$ cat src/rtl/aes_pkg.sv
// rtl/aes_pkg.sv - shared AES GF(2^8) helpers and MixColumns FSM encodings
package aes_pkg;

    // Low byte of the AES field polynomial x^8+x^4+x^3+x+1
    localparam logic [7:0] AES_POLY = 8'h1b;

    // Iterative MixColumns FSM encodings
    localparam logic [1:0] ST_IDLE = 2'd0;
    localparam logic [1:0] ST_BUSY = 2'd1;
    localparam logic [1:0] ST_DONE = 2'd2;

    // Multiply by x (02) in GF(2^8)
    function automatic logic [7:0] xtime(input logic [7:0] b);
        return {b[6:0], 1'b0} ^ (b[7] ? AES_POLY : 8'h00);
    endfunction

    // Multiply by x+1 (03) in GF(2^8)
    function automatic logic [7:0] mul3(input logic [7:0] b);
        return xtime(b) ^ b;
    endfunction

endpackage

$ cat src/rtl/mix_column_word.sv
// rtl/mix_column_word.sv - combinational forward MixColumns on one 32-bit column
module mix_column_word
    import aes_pkg::*;
(
    input  logic [31:0] column,
    output logic [31:0] mixed
);

    logic [7:0] a0, a1, a2, a3;

    assign a0 = column[31:24];
    assign a1 = column[23:16];
    assign a2 = column[15:8];
    assign a3 = column[7:0];

    // Circulant matrix rows {02 03 01 01} rotated right per output byte
    always_comb begin
        mixed[31:24] = xtime(a0) ^ mul3(a1) ^ a2 ^ a3;
        mixed[23:16] = a0 ^ xtime(a1) ^ mul3(a2) ^ a3;
        mixed[15:8]  = a0 ^ a1 ^ xtime(a2) ^ mul3(a3);
        mixed[7:0]   = mul3(a0) ^ a1 ^ a2 ^ xtime(a3);
    end

endmodule

$ cat src/rtl/mix_columns_iter.sv
// rtl/mix_columns_iter.sv - iterative one-column-per-clock AES MixColumns with bypass
module mix_columns_iter
    import aes_pkg::*;
(
    input  logic         clk,
    input  logic         rst,
    input  logic         in_valid,
    output logic         in_ready,
    input  logic [127:0] in_state,
    input  logic         in_last,
    output logic         out_valid,
    input  logic         out_ready,
    output logic [127:0] out_state
);

    logic [1:0]   state;
    logic [1:0]   col;
    logic [127:0] work;
    logic [31:0]  column;
    logic [31:0]  mixed;
    logic [127:0] work_wb;

    // Handshake flags come straight from the registered FSM state
    assign in_ready  = (state == ST_IDLE);
    assign out_valid = (state == ST_DONE);
    assign out_state = work;

    // Select the column currently being transformed
    always_comb begin
        column = work[127:96];
        case (col)
            2'd0:    column = work[127:96];
            2'd1:    column = work[95:64];
            2'd2:    column = work[63:32];
            default: column = work[31:0];
        endcase
    end

    mix_column_word u_mix (
        .column (column),
        .mixed  (mixed)
    );

    // Write the mixed column back into its slot, leaving the others intact
    always_comb begin
        work_wb = work;
        case (col)
            2'd0:    work_wb[127:96] = mixed;
            2'd1:    work_wb[95:64]  = mixed;
            2'd2:    work_wb[63:32]  = mixed;
            default: work_wb[31:0]   = mixed;
        endcase
    end

    // FSM, column counter and working register
    always_ff @(posedge clk or posedge rst) begin
        if (rst) begin
            state <= ST_IDLE;
            col   <= 2'd0;
            work  <= 128'h0;
        end else begin
            case (state)
                ST_IDLE: begin
                    if (in_valid) begin
                        work  <= in_state;
                        col   <= 2'd0;
                        state <= in_last ? ST_DONE : ST_BUSY;
                    end
                end
                ST_BUSY: begin
                    work <= work_wb;
                    col  <= col + 2'd1;
                    if (col == 2'd3) begin
                        state <= ST_DONE;
                    end
                end
                ST_DONE: begin
                    if (out_ready) begin
                        state <= ST_IDLE;
                    end
                end
                default: state <= ST_IDLE;
            endcase
        end
    end

endmodule
$ cat config.mk
export PLATFORM = sky130hd
export DESIGN_NAME = mix_columns_iter
export DESIGN_NICKNAME = d
export VERILOG_FILES = /design/src/rtl/aes_pkg.sv /design/src/rtl/mix_column_word.sv /design/src/rtl/mix_columns_iter.sv
export SDC_FILE = /design/constraint.sdc
export NUM_CORES = 1
export LEC_CHECK = 0
export CORE_MARGIN = 2
export CORE_UTILIZATION = 25
export DETAILED_ROUTE_END_ITERATION = 10
export GPL_ROUTABILITY_DRIVEN = 0
export GPL_TIMING_DRIVEN = 0
export RECOVER_POWER = 100
export SYNTH_ARGS = -nofsm -noshare
export SYNTH_HDL_FRONTEND = slang
export SYNTH_SLANG_ARGS = --single-unit
$ cat constraint.sdc
create_clock -name clk -period 5.9 [get_ports clk]
set_clock_uncertainty 0.05 [all_clocks]
set_input_delay 0.885 -clock clk [delete_from_list [all_inputs] [get_ports clk]]
set_output_delay 0.885 -clock clk [all_outputs]
set_load 0.03 [all_outputs]
### Yosys cells after proc, flatten, opt, wreduce, memory -nomap -nowiden

Index checks and enable logic that the tools add are counted.

* register bits: 132
* output and inout bits: 130
* word-level logic and storage cells: 67

* add/sub/neg operators: 1
* equality and inequality tests: 12
* multiplexer cells: 18
* bitwise gates (word level): 20
* reductions and logical operators: 10

Operators with widths (count)
* $pmux 128 s2: 1
* $xor 8x8->8: 20
* $mux 128: 1
* $mux 32: 4
* $pmux 32 s3: 1
* $mux 5: 4
* $reduce_and 3->1: 5
* $mux 2: 5
* $ne 2x1->1 const B: 4
* $eq 2x2->1 const B: 3
* $ne 2x2->1 const B: 3
* $pmux 2 s3: 1
* $eq 2x1->1 const B: 2
* $logic_not 2->1: 2
* $pmux 2 s2: 1
* $reduce_or 3->1: 1
* $add 2x1->2 const B: 1
* $reduce_and 2->1: 1
* $reduce_bool 2->1: 1

### Logic depth before layout (Yosys ltp)

* depth after elaboration: 10
* depth in mapped cells: 11
* gate-level depth less buffers: 8

### Modules after synthesis

Synthesis repeated with hierarchy kept, for this count alone.

* cell total of the unflattened synthesis: 778
* area total of the unflattened synthesis: 8679.6 um2

By module, submodules not included
* mix_columns_iter: instances 1, cells an instance 697, area each 7342.0 um2, sequential area each 3303.2 um2
* mix_column_word: instances 1, cells an instance 81, area each 1337.5 um2, sequential area each 0.0 um2

### Worst setup path after synthesis

No wires, ideal clock.

* path kind: reg-to-reg
* start: reg col[0]
* end: reg work[111] (netlist: out_state[111])
* library setup time: 77 ps
* arrival time: 2660 ps
* required time: 5773 ps
* setup slack: 3112 ps
* cell stages (with the launch flop): 10
* buffers on the path: 1
* clock period less this slack: 2788 ps
* path through: dfrtp_1 -> inv_1 -> ha_1 -> buf_6 -> a222oi_1 -> xor2_1 -> a21oi_1 -> xnor3_1 -> nand2b_1 -> a21oi_1

* word-level cells in the longest chain between the ends: 7
* elaborated cells between the ends (all ways): 14
* those cells by class: eq/ne (3); mux (3); bitwise (6); reduce/logical (2)

Ends and longest elaborated chain
* start: declaration: RTL line mix_columns_iter.sv:17 `logic [1:0] col;`
* start signal: assignment: RTL line mix_columns_iter.sv:72 `col <= col + 2'd1;`
* $eq 2x2->1 (tied with other cells): RTL line mix_columns_iter.sv:31 `case (col)`
* $pmux 32 s3: RTL line mix_columns_iter.sv:31
* $xor 8x8->8 (on tied branches): RTL line mix_column_word.sv:20, aes_pkg.sv:14
* $xor 8x8->8 (on tied branches): RTL line mix_column_word.sv:20, aes_pkg.sv:19
* $xor 8x8->8: RTL line mix_column_word.sv:20 `mixed[15:8] = a0 ^ a1 ^ xtime(a2) ^ mul3(a3);`
* $mux 32: RTL line mix_columns_iter.sv:47 `case (col)`
* $pmux 128 s2: RTL line mix_columns_iter.sv:62 `case (state)`
* end signal: assignment: RTL line mix_columns_iter.sv:65 `work <= in_state;`
* end signal: assignment: RTL line mix_columns_iter.sv:71 `work <= work_wb;`
* end: declaration: RTL line mix_columns_iter.sv:18 `logic [127:0] work;`

Parallel ways exist; a longest one is shown, timed or not. The select of a mux whose other input is x is not followed.
A chain may end at the register's enable or synchronous reset.

### Final worst setup path

* start: reg col[0]
* end: reg work[81] (netlist: out_state[81])

* word-level cells in the longest chain between the ends: 9
* elaborated cells between the ends (all ways): 16
* those cells by class: eq/ne (3); mux (5); bitwise (6); reduce/logical (2)

Ends and longest elaborated chain
* $eq 2x2->1 (tied with other cells): RTL line mix_columns_iter.sv:31
* $pmux 32 s3: RTL line mix_columns_iter.sv:31
* $mux 5: RTL line aes_pkg.sv:14 `return {b[6:0], 1'b0} ^ (b[7] ? AES_POLY : 8'h00);`
* $xor 8x8->8: RTL line aes_pkg.sv:14
* $xor 8x8->8 (on tied branches): RTL line mix_column_word.sv:19, aes_pkg.sv:19
* $xor 8x8->8 (2 in series): RTL line mix_column_word.sv:19 `mixed[23:16] = a0 ^ xtime(a1) ^ mul3(a2) ^ a3;`
* $mux 32: RTL line mix_columns_iter.sv:47
* $pmux 128 s2: RTL line mix_columns_iter.sv:62

Parallel ways exist; a longest one is shown, timed or not. The select of a mux whose other input is x is not followed.

==> flow_summary.json <==
{
  "status": "finished, violations left",
  "violations": "max-capacitance violations, max-slew violations",
  "drive_gt1_share_pct": 3.42,
  "grt_pass1_wl_mm": 61.2,
  "fin_crit_sh_pct": 80.9,
  "synthTopCellsByArea": "dfrtp_1, xnor2_1, a21oi_1, and3_1, xor2_1",
  "synthTopCellsByCount": "a21oi_1, dfrtp_1, xnor2_1",
  "clock_path_buffers": 2,
  "synth_xor_xnor_area_share_pct": 19.0,
  "crit_path_max_fanout": 10,
  "worst_pin_slew_ns": 2.78,
  "wl_mm": 41.8,
  "hold_viol_final": 0,
  "synth_edf_count": 0,
  "grt_pass1_vias": 9192,
  "num_vias": 9135,
  "critPathCaptureType": "flip-flop",
  "ctsResizeCount": 0,
  "worstPathArrival_ns": 5.02,
  "worstSetupStartpoint": "col[0]$_DFFE_PP0P_",
  "synth.top_cell.area_share_pct": 39.1,
  "maxSlewHeadroom_pct": -86.4,
  "hold_start": "out_state[106]$_DFFE_PP0P_",
  "path_class": "reg -> reg",
  "drt_iter0_drc": 1178,
  "place_hpwl_mm": 33.1,
  "synth-simple-area-share_pct": 12.2,
  "cap_violations": 2,
  "clk_pin_slew_worst_paths_ns": 0.07,
  "hold_slack_ns": 0.480,
  "setup_violations": 0,
  "start_util_pct": 25.3,
  "synthMuxAreaShare_pct": 0.593,
  "critPathLaunchType": "flip-flop",
  "die_y_um": 188,
  "synth_top_family_by_area": "compound AO/OA/AOI/OAI gates",
  "drv_slew": 60,
  "fp.dieW_um": 188,
  "synth_adder_area_share_pct": 0.741,
  "n_antenna_cell": 0,
  "post_cts.repair.setup_buffers": 0,
  "grt_use_total_pct": 23.6,
  "required_ns": 6.14,
  "io_buffers": 262,
  "htreeDepth": 4,
  "cts_hold_buf": 0,
  "rows": 67,
  "place_ws_ns": 1.97,
  "period_minus_slack_ns": 4.78,
  "setup_ws_ns": 1.12,
  "rr_startpoint": "col[0]$_DFFE_PP0P_",
  "async_flop_share_pct": 100,
  "drc": 0,
  "die_area_mm2": 0.0352,
  "clkSinkCount": 132,
  "holdCritPathClass": "reg -> reg",
  "rsz0062_at_grt": "no",
  "synth-main-ff-cell": "dfrtp_1",
  "max_freq_ghz": 0.209,
  "yosys.area.top_type": "dfrtp_1",
  "yosys_warnings": 0,
  "ys_seq_area_share_pct": 39.1,
  "core_area_mm2": 0.0334,
  "final_nets": 1353,
  "grt_start_max_net_pins": 75,
  "insertion_delay_ns": 0.44,
  "vias_per_cell": 5.45,
  "yosysUniqueCellTypes": 38,
  "cts_root_buffer": "clkbuf_16",
  "io_pins": 263,
  "first_pass_iters": 6,
  "synth.cell_area_mm2": 0.00844,
  "grt-ovfl-total": 0,
  "synth_cells": 933,
  "r2r_slack_ns": 1.12,
  "antenna_left": 0,
  "post_drt_wl_per_cell_um": 24.9,
  "ys_ff_latch": 132,
  "antenna_found_initial": 0,
  "synth-compound-area-share_pct": 24.1,
  "area_delta_synth_final_pct": 44.8,
  "syn_area_per_cell_um2": 9.05,
  "synth_nets": 1071,
  "cts_tree": "yes",
  "cts_inserted_buffers": 17
}
[through the flow]
| stage | utilization, % | std cells | area, um2 | TNS, ns |
|---|---|---|---|---|
| after global placement | 34.8 | 1643 | 11600 | -77.37 |
| after CTS | 36.7 | 1676 | 12200 | 0 |
| after floorplan | - | 933 | 8440 | 0 |
| after detailed placement | 34.9 | 1644 | 11700 | 0 |
| final | 36.6 | 1676 | 12200 | 0 |
| after global routing | 36.6 | 1676 | 12200 | 0 |
[worst max-delay path, cell delays in order (launching register included)]
cell and delay, ns:
dfrtp_1 0.45, inv_1 0.09, ha_1 0.20, clkbuf_1 0.21, clkbuf_1 0.42, a222oi_1 0.52, clkbuf_1 0.46, xnor2_1 0.13
o21ai_0 1.15, xnor2_1 0.24, xnor2_1 0.53, o21ai_0 0.18
[final cells by class]
type | instances | area [um2]
Fill cell | 3502 | 21100
Multi-Input combinational cell | 716 | 4780
Sequential cell | 132 | 3300
Timing Repair Buffer | 263 | 2650
Tap cell | 448 | 561
Clock buffer | 18 | 439
Buffer | 81 | 324
Clock inverter | 14 | 150
Inverter | 4 | 16.3
[state kept, by name, indices dropped and copies added (netlist names)]
name,count
out_state,128
col,2
state,2
[cells by family (layout without fill, tap and decap cells)]
logic type	count (synthesis)	in the layout
buffers and inverters	85	380
adders and majority gates	5	5
DFF	132	132
AOI/OAI and AO/OA	325	325
and+or+nand+nor	212	212
xor gates and xnor gates	169	169
muxes	5	5
[layer usage]
metal | GRT usage (%) | wire, um | vias to the layer above
met2 | 38.3 | 19400 | 642
met5 | 0 | 0 | -
met4 | 9.27 | 1520 | 0
li1 | - | - | 3945
met1 | 29.8 | 16300 | 4454
met3 | 6.18 | 4560 | 94
[cell usage in the layout, fill, tap and decap left out, drive strengths merged, types with 2 or more instances in the layout]
cell type and instances:
or3 2, nand2 64, nand2b 5, a221o 30
nand4 2, ha 5, inv 6, o21ai 101
a22o 2, nor2b 3, dfrtp 132, a21oi 132
clkdlybuf4s50 129, o211ai 2, buf 8, a22oi 3
and3 76, xnor2 107, xor3 2, dlygate4sd3 133
a2bb2oi 12, mux2i 5, a222oi 32, o22ai 5
bufinv 2, a21o 4, xnor3 7, clkbuf 92
xor2 53, nor2 55, and2 3, clkinv 9
[final timing paths]
check | cells past startpoint | end
setup / recovery | 11 | out_state[81]$_DFFE_PP0P_
hold / removal | 2 | out_state[106]$_DFFE_PP0P_
setup reg to reg | 11 | out_state[81]$_DFFE_PP0P_
hold reg to reg | 2 | out_state[106]$_DFFE_PP0P_
max in group asynchronous | 2 | out_state[5]$_DFFE_PP0P_
min in group asynchronous | 2 | out_state[102]$_DFFE_PP0P_
Power is not shown: default switching activity piles up to over one toggle a cycle in this logic, so the estimate is an artifact.
